<file path="config.mk">
export PLATFORM = sky130hd
export DESIGN_NAME = instr_fetch
export DESIGN_NICKNAME = d
export VERILOG_FILES = /design/src/rtl/instr_fetch_pkg.sv /design/src/rtl/instr_fetch_pc_unit.sv /design/src/rtl/instr_fetch.sv
export SDC_FILE = /design/constraint.sdc
export NUM_CORES = 1
export LEC_CHECK = 0
export CAP_MARGIN = 20
export CORE_UTILIZATION = 55
export DETAILED_ROUTE_END_ITERATION = 6
export DONT_BUFFER_PORTS = 1
export PLACE_DENSITY_LB_ADDON = 0.05
export SETUP_SLACK_MARGIN = 0.2
export SYNTH_ARGS = -nofsm -noshare
export SYNTH_HDL_FRONTEND = slang
export SYNTH_HIERARCHICAL = 1
export SYNTH_SLANG_ARGS = --single-unit
</file>
<file path="constraint.sdc">
create_clock -name clk -period 5.7 [get_ports clk]
set_input_delay 1.425 -clock clk [delete_from_list [all_inputs] [get_ports clk]]
set_output_delay 1.425 -clock clk [all_outputs]
set_load 0.005 [all_outputs]
</file>
<file path="src/rtl/instr_fetch_pkg.sv">
// ---------------------------------------------------------------------------
// instr_fetch_pkg
//   Shared definitions for the instruction fetch unit: default field widths,
//   the opcode constants the fetch unit cares about, the fetch FSM state
//   encoding and the command set of the PC sub-unit.
//   Ports: none (package).
// ---------------------------------------------------------------------------
package instr_fetch_pkg;

   // Default geometry: a word is {opcode, operand/address}.
   localparam int ADDR_W_DEF    = 12;
   localparam int OP_W_DEF      = 5;
   localparam int INSTR_W_DEF   = 17;
   localparam int MEM_DEPTH_DEF = 2048;

   // Opcodes the fetch unit has to recognise. Both conditional jumps hand
   // control to the core, which later reports the outcome on br_*.
   localparam logic [OP_W_DEF-1:0] OP_NOP  = 5'd0;
   localparam logic [OP_W_DEF-1:0] OP_JPNZ = 5'd20;
   localparam logic [OP_W_DEF-1:0] OP_JMPZ = 5'd21;

   typedef enum logic [2:0] {
      ST_IDLE,
      ST_REQ,
      ST_WAIT,
      ST_HOLD,
      ST_BRWAIT
   } fetch_state_t;

   // What the PC unit should do this cycle.
   typedef enum logic [1:0] {
      PC_KEEP,
      PC_ZERO,
      PC_INC,
      PC_BRANCH
   } pc_cmd_t;

   function automatic logic is_branch_op(input logic [OP_W_DEF-1:0] op);
      return (op == OP_JPNZ) || (op == OP_JMPZ);
   endfunction

endpackage

</file>
<file path="src/rtl/instr_fetch_pc_unit.sv">
// ---------------------------------------------------------------------------
// pc_unit
//   Program counter register with its next-PC mux (keep / zero / increment /
//   branch) and the address range check that drives the sticky fault flag.
//   A move that would leave 0..MEM_DEPTH-1 leaves the PC untouched and sets
//   fault instead; PC_ZERO (used on start) clears fault.
//   Ports:
//     clk, rst     clock, synchronous active-high reset
//     cmd          PC update command from the fetch FSM
//     br_target    jump destination used by PC_BRANCH
//     pc           current program counter
//     at_end       pc is the last valid address (increment would overflow)
//     tgt_oob      br_target lies outside the memory
//     fault        sticky range-error flag
// ---------------------------------------------------------------------------
module pc_unit
   import instr_fetch_pkg::*;
#(
   parameter int ADDR_W    = ADDR_W_DEF,
   parameter int MEM_DEPTH = MEM_DEPTH_DEF
) (
   input  logic              clk,
   input  logic              rst,
   input  pc_cmd_t           cmd,
   input  logic [ADDR_W-1:0] br_target,
   output logic [ADDR_W-1:0] pc,
   output logic              at_end,
   output logic              tgt_oob,
   output logic              fault
);

   localparam logic [ADDR_W-1:0] LAST_ADDR = ADDR_W'(MEM_DEPTH - 1);

   logic [ADDR_W-1:0] pc_reg, pc_next;
   logic              fault_reg, fault_next;

   // Range checks are pure functions of the current PC / target so the FSM
   // can pick its next state without a combinational path through cmd.
   assign at_end  = (pc_reg == LAST_ADDR);
   assign tgt_oob = (br_target > LAST_ADDR);

   always_comb begin
      pc_next    = pc_reg;
      fault_next = fault_reg;
      case (cmd)
         PC_ZERO: begin
            pc_next    = '0;
            fault_next = 1'b0;
         end
         PC_INC: begin
            if (at_end) begin
               fault_next = 1'b1;
            end else begin
               pc_next = pc_reg + ADDR_W'(1);
            end
         end
         PC_BRANCH: begin
            if (tgt_oob) begin
               fault_next = 1'b1;
            end else begin
               pc_next = br_target;
            end
         end
         default: ;
      endcase
   end

   always_ff @(posedge clk) begin
      if (rst) begin
         pc_reg    <= '0;
         fault_reg <= 1'b0;
      end else begin
         pc_reg    <= pc_next;
         fault_reg <= fault_next;
      end
   end

   assign pc    = pc_reg;
   assign fault = fault_reg;

endmodule

</file>
<file path="src/rtl/instr_fetch.sv">
// ---------------------------------------------------------------------------
// instr_fetch
//   Fetch unit between a 1-cycle registered instruction memory and the core.
//   Issues one read at a time (REQ), captures the returned word (WAIT),
//   presents it on a valid/ready handshake (HOLD) and, for conditional
//   jumps, waits for the core's branch outcome (BRWAIT).
//   Ports:
//     clk, rst                 clock, synchronous active-high reset
//     start                    pulse: begin fetching at PC 0 (IDLE only)
//     halt                     stop and return to IDLE (non-IDLE states)
//     mem_read_en, mem_addr    instruction memory read port
//     mem_instr                memory data, valid the cycle after the read
//     instr_valid/instr_ready  presentation handshake to the core
//     instr_op, instr_operand  opcode and operand fields of the word
//     instr_pc                 address the presented word came from
//     br_valid/taken/target    branch outcome from the core
//     busy                     not IDLE
//     done                     1-cycle pulse after a halt-induced return
//     fault                    sticky: PC tried to leave the memory range
// ---------------------------------------------------------------------------
module instr_fetch
   import instr_fetch_pkg::*;
#(
   parameter int ADDR_W    = ADDR_W_DEF,
   parameter int OP_W      = OP_W_DEF,
   parameter int INSTR_W   = INSTR_W_DEF,   // must equal OP_W + ADDR_W
   parameter int MEM_DEPTH = MEM_DEPTH_DEF
) (
   input  logic               clk,
   input  logic               rst,
   input  logic               start,
   input  logic               halt,
   output logic               mem_read_en,
   output logic [ADDR_W-1:0]  mem_addr,
   input  logic [INSTR_W-1:0] mem_instr,
   output logic               instr_valid,
   input  logic               instr_ready,
   output logic [OP_W-1:0]    instr_op,
   output logic [ADDR_W-1:0]  instr_operand,
   output logic [ADDR_W-1:0]  instr_pc,
   input  logic               br_valid,
   input  logic               br_taken,
   input  logic [ADDR_W-1:0]  br_target,
   output logic               busy,
   output logic               done,
   output logic               fault
);

   fetch_state_t state_reg, state_next;
   pc_cmd_t      pc_cmd;
   logic         capture;
   logic         done_reg, done_next;

   logic [OP_W-1:0]   op_reg;
   logic [ADDR_W-1:0] operand_reg;
   logic [ADDR_W-1:0] ipc_reg;

   logic [ADDR_W-1:0] pc;
   logic              at_end;
   logic              tgt_oob;

   pc_unit #(
      .ADDR_W    (ADDR_W),
      .MEM_DEPTH (MEM_DEPTH)
   ) u_pc (
      .clk       (clk),
      .rst       (rst),
      .cmd       (pc_cmd),
      .br_target (br_target),
      .pc        (pc),
      .at_end    (at_end),
      .tgt_oob   (tgt_oob),
      .fault     (fault)
   );

   // Next-state / control. halt outranks everything outside IDLE, including
   // an acceptance in the same cycle, so the PC is never advanced then.
   always_comb begin
      state_next = state_reg;
      pc_cmd     = PC_KEEP;
      capture    = 1'b0;
      done_next  = 1'b0;

      if (state_reg == ST_IDLE) begin
         if (start) begin
            pc_cmd     = PC_ZERO;
            state_next = ST_REQ;
         end
      end else if (halt) begin
         state_next = ST_IDLE;
         done_next  = 1'b1;
      end else begin
         case (state_reg)
            ST_REQ: begin
               state_next = ST_WAIT;
            end
            ST_WAIT: begin
               capture    = 1'b1;
               state_next = ST_HOLD;
            end
            ST_HOLD: begin
               if (instr_ready) begin
                  if (is_branch_op(op_reg)) begin
                     state_next = ST_BRWAIT;
                  end else begin
                     pc_cmd     = PC_INC;
                     state_next = at_end ? ST_IDLE : ST_REQ;
                  end
               end
            end
            ST_BRWAIT: begin
               if (br_valid) begin
                  if (br_taken) begin
                     pc_cmd     = PC_BRANCH;
                     state_next = tgt_oob ? ST_IDLE : ST_REQ;
                  end else begin
                     pc_cmd     = PC_INC;
                     state_next = at_end ? ST_IDLE : ST_REQ;
                  end
               end
            end
            default: begin
               state_next = ST_IDLE;
            end
         endcase
      end
   end

   always_ff @(posedge clk) begin
      if (rst) begin
         state_reg   <= ST_IDLE;
         done_reg    <= 1'b0;
         op_reg      <= '0;
         operand_reg <= '0;
         ipc_reg     <= '0;
      end else begin
         state_reg <= state_next;
         done_reg  <= done_next;
         // The word is only taken in WAIT, so a read still in flight when
         // halt or reset hits never reaches the output registers.
         if (capture) begin
            op_reg      <= mem_instr[INSTR_W-1:ADDR_W];
            operand_reg <= mem_instr[ADDR_W-1:0];
            ipc_reg     <= pc;
         end
      end
   end

   // The PC only changes on the edge into REQ (or not at all on a fault),
   // so driving the address straight from it holds it between reads.
   assign mem_read_en   = (state_reg == ST_REQ);
   assign mem_addr      = pc;
   assign instr_valid   = (state_reg == ST_HOLD);
   assign instr_op      = op_reg;
   assign instr_operand = operand_reg;
   assign instr_pc      = ipc_reg;
   assign busy          = (state_reg != ST_IDLE);
   assign done          = done_reg;

endmodule

</file>
Yosys cells after proc, flatten, opt, wreduce, memory -nomap -nowiden
Cells that the tools add are included.
Word-level totals
  flip-flop bits (word level): 46
  output and inout port bits: 46
  word-level logic and storage cells: 62
  input port bits: 36
Cells by class
  equal/unequal tests: 17
  add/sub/neg operators: 1
  magnitude comparators: 1
  mux-type cells: 28
  reductions and logical operators: 8
Operators by type and width (number)
  $pmux 12 s3: 1
  $mux 12: 2
  $mux 3: 6
  $add 12x1->12 const B: 1
  $eq 12x11->1 const B: 1
  $gt 12x11->1 const B: 1
  $pmux 3 s4: 1
  $mux 1: 11
  $eq 5x5->1 const B: 2
  $mux 2: 5
  $ne 2x2->1 const B: 5
  $reduce_and 3->1: 3
  $eq 3x2->1 const B: 2
  $reduce_bool 3->1: 2
  $eq 2x2->1 const B: 2
  $ne 4x2->1 const B: 1
  $ne 4x4->1 const B: 1
  $pmux 2 s2: 1
  $eq 3x1->1 const B: 1
  $eq 3x3->1 const B: 1
  $logic_not 3->1: 1
  $pmux 1 s3: 1
  $eq 2x1->1 const B: 1
  $reduce_or 2->1: 1
  $logic_or 1x1->1: 1

Depth between registers and ports, before layout
  word-level depth: 10
  gate-level depth with buffers: 10
  gate-level depth less buffers: 8

Hierarchy
Netlist, hierarchy kept.
Modules (own cells, without submodules)
  instr_fetch: instances 1, seq. area each 660.6 um2, area an instance 1382.6 um2, cells an instance 165
  pc_unit: instances 1, seq. area each 260.2 um2, area an instance 959.7 um2, cells an instance 124

Worst setup path after synthesis
OpenSTA, ideal clock, no wires.
  kind: input to register
  from: input port halt
  to: register u_pc.pc_reg[3] (netlist: u_pc/pc[3])
  cell stages on the path: 8
  library setup time: 135 ps
  path buffers: 1
  data arrival time: 2966 ps
  required time: 5565 ps
  setup slack: 2600 ps
  cells stage by stage: or2b_1 -> a2bb2oi_1 -> nor3_1 -> a21boi_0 -> nor2_1 -> buf_2 -> o311ai_0 -> o21ai_0
On the way
  cells in the longest elaborated chain, start to end: 5
  elaborated cells between the ends (all ways): 10
  classes of those cells: eq/ne (5); mux (3); reduce/logical (2)
Ends and longest elaborated chain
  start, declared: line instr_fetch.sv:32  | input logic halt,
  $mux 2 *: line instr_fetch.sv:89  | end else if (halt) begin
  $mux 2 *: line instr_fetch.sv:84  | if (state_reg == ST_IDLE) begin
  via pc_cmd[0]: line instr_fetch.sv:50  | pc_cmd_t pc_cmd;
  $eq 2x2->1 / $eq 2x1->1 (equally long branches): line instr_fetch_pc_unit.sv:45  | case (cmd)
  $ne 2x2->1 (no source line) / $reduce_bool 3->1 (equally long branches)
  $reduce_and 3->1 (no source line)
  end signal, assigned: line instr_fetch_pc_unit.sv:73  | pc_reg <= pc_next;
  end, declared: line instr_fetch_pc_unit.sv:34  | logic [ADDR_W-1:0] pc_reg, pc_next;
Mark *: on every way through the listed nets, which the timed path passes. The rest lies on a longest branch.
A chain may end at the register's enable or synchronous reset.

Worst setup path in the final report
  from: input port halt
  to: register u_pc.pc_reg[6] (netlist: u_pc/pc[6])
Same word-level chain as after synthesis.

==> results.toml <==
[clock_tree]
clk_latency_ps = 300
cts_hold_buf = 0
clock_path_buffers = 2
clk_pin_slew_worst_paths_ps = 90
htreeDepth = 2
ctsResizeCount = 0
postCtsSetupBuffers = 0
cts.sinks = 46
tritoncts = "done"
numCtsBuffers = 5
clock-root-buffer = "clkbuf_8"

[worst_setup_path]
worst-setup-path-type = "input port to register"
worstPathArrival_ps = 3830
timing.rr.end = "u_pc/pc[6]"
worst-path-max-fanout = 14
startpoint = "halt"
critPathRequiredTime_ps = 5920
r2r_start = "state_reg[2]"
endpoint_kind = "register"
rr_worst_depth = 8
start_kind = "input port"
r2r_slack_ps = 2650

[worst_hold_path]
min_delay_worst_endpoint = "instr_operand[4]"
hp-start = "instr_operand[4]"
hold_class = "register to register"
worstHoldPathCells = 2

[pwr]
peakVddDrop_uv = 166
power_density_nw_per_um2 = 249
swShare = 0.246
leakagePower_nw = 0.742
comb_power_share = 0.078
p_seq_frac = 0.550
intPower_mw = 0.455
p_sw_mw = 0.148
clock_power_share = 0.372

[synthesis]
ys_ff_latch = 46
synth_edf_count = 0
synth_top_cell_area_share = 0.393
synth.area.top_cells = "dfxtp_1, nand2_1, a21oi_1"
synthArstFlopShare = 0
ys_warn_count = 6
ys_seq_area_frac = 0.393
synth_cell_type_count = 64
syn_inst = 289
netlist_area_um2 = 2340
synth.top_cells.by_count = "nand2_1, dfxtp_1, a21oi_1"
synth_fp_nets = 326
synth_ff_type = "dfxtp_1"
post_synth.cell_area_avg_um2 = 8.10
synthMostInstantiatedCell = "nand2_1"
yosysTopAreaCell = "dfxtp_1"

[timing]
max-slew-margin-rel = 0.357
drv_slew = 0
hold_violations = 0
fmax_mhz = 277
fin_tns_setup_ps = 0
tightest_slew_ps = 963
setup_viol = 0
period_minus_slack_ps = 3610
clock_skew_ps = 6.35
grt_setup_unrepaired = "false"
post-route-period-util = 0.634

[grt]
antenna_found_initial = 0
grt_max_degree = 46
use_met3 = 0.0878
grt_pass1_wl_um = 8970
use_met1 = 0.311
grt_use_met2 = 0.431
grt_pass1_vias = 1923
busiest_layer = "met2"
grt_overflow = 0
grt_usage = 0.261

[die]
dieHeight_um = 67.3
rows = 23
die_w_um = 67.3
io_pins = 82
die-area_um2 = 4520
initial_core_util = 0.577
core_um2 = 4060

[detailed_routing]
drc = 0
wl_um = 5740
firstDrtPassIters = 4
num_vias = 2074
drt_iter0_drc = 137
ant_nets = 0
vias_per_cell = 6.30
wire_per_inst_um = 17.4

[placed_design]
globalplace.congestion = 0.895
dpl.cell_count = 321
port_buffers = 0
dpl_cell_area_um2 = 2320
place_hpwl_um = 3860

[finish]
final_area_um2 = 2420
utilization = 0.597
final_nets = 315
fin_cells = 329
drive_gt1_frac = 0.151
n_antenna_cell = 0
syn_to_final_growth_pct = 3.37

[outcome]
status = "complete, no violations"

[run]
drv_cap = 0
## through the flow
step | worst slack (ps) | power, mW | hold slack (ps)
global route | 1910 | 0.623 | 500
CTS | 2170 | 0.605 | 471
detailed placement | 1840 | 0.385 | 460
floorplan | 2600 | 0.383 | 453
global placement | 1920 | 0.385 | 455
finish | 2090 | 0.603 | 467
## critical path, cell delays in order
cell and delay (ps):
or2b_1 220, a2bb2oi_1 150, nor3_2 590, buf_4 290, nor2b_1 110, nor2_1 650, a211oi_1 140, o32ai_1 250
## per-layer routing
| metal | vias to the layer above | share of wire |
|---|---|---|
| met5 | - | 0 |
| met4 | 0 | 0.011 |
| met3 | 7 | 0.089 |
| met2 | 97 | 0.47 |
| met1 | 964 | 0.43 |
| li1 | 1006 | - |
## how the worst max path moves through the flow
stage	endpoint	slack (ps)	depth (start not counted)
final	u_pc/pc[6]	2090	8
after global routing	u_pc/pc[4]	1910	8
after CTS	u_pc/pc[4]	2170	8
after detailed placement	u_pc/pc[4]	1840	8
after global placement	u_pc/pc[4]	1920	8
after floorplan	u_pc/pc[3]	2600	8
## cells in the final DEF (no fill, tap or decap), types with 2 or more instances in the layout
master,instances
nor2_1,6
inv_1,11
nand2b_1,4
dfxtp_1,46
and2_1,3
a211oi_1,5
nor3b_1,5
clkbuf_8,7
a21oi_1,28
nand2_1,61
a32oi_1,2
o211a_1,2
nand2_2,10
nor4_1,2
nor3_1,5
a32o_1,2
a31oi_1,3
a2111oi_0,2
a21oi_2,10
nand3_1,3
nor2b_1,2
nand4_1,3
buf_4,3
o21ai_0,13
o32ai_1,2
nand4b_1,4
## power by group through the flow
stage	logic (mW)	clock network (mW)	registers [mW]
detailed placement	0.0461	0	0.339
global route	0.0526	0.238	0.333
CTS	0.0463	0.227	0.331
finish	0.0469	0.224	0.331
global placement	0.0457	0	0.339
floorplan	0.0466	0	0.336
## cells by family (layout without fill, tap and decap cells)
family | count (synthesis) | count (layout) | synth area share
flops | 46 | 46 | 0.393
fa+ha+maj | 1 | 1 | 0.00534
compound gates | 85 | 85 | 0.248
buf+inv | 32 | 22 | 0.0673
xor+xnor | 1 | 1 | 0.00374
simple gates | 123 | 123 | 0.278
mux | 1 | 1 | 0.00481
## final cells by class
| class | instances | area (um2) |
|---|---|---|
| Sequential cell | 46 | 921 |
| Multi-Input combinational cell | 211 | 1270 |
| Tap cell | 50 | 62.6 |
| Fill cell | 391 | 1640 |
| Clock inverter | 1 | 8.76 |
| Timing Repair Buffer | 3 | 22.5 |
| Inverter | 11 | 41.3 |
| Clock buffer | 7 | 96.3 |
Power figures use the tool's default switching activity.
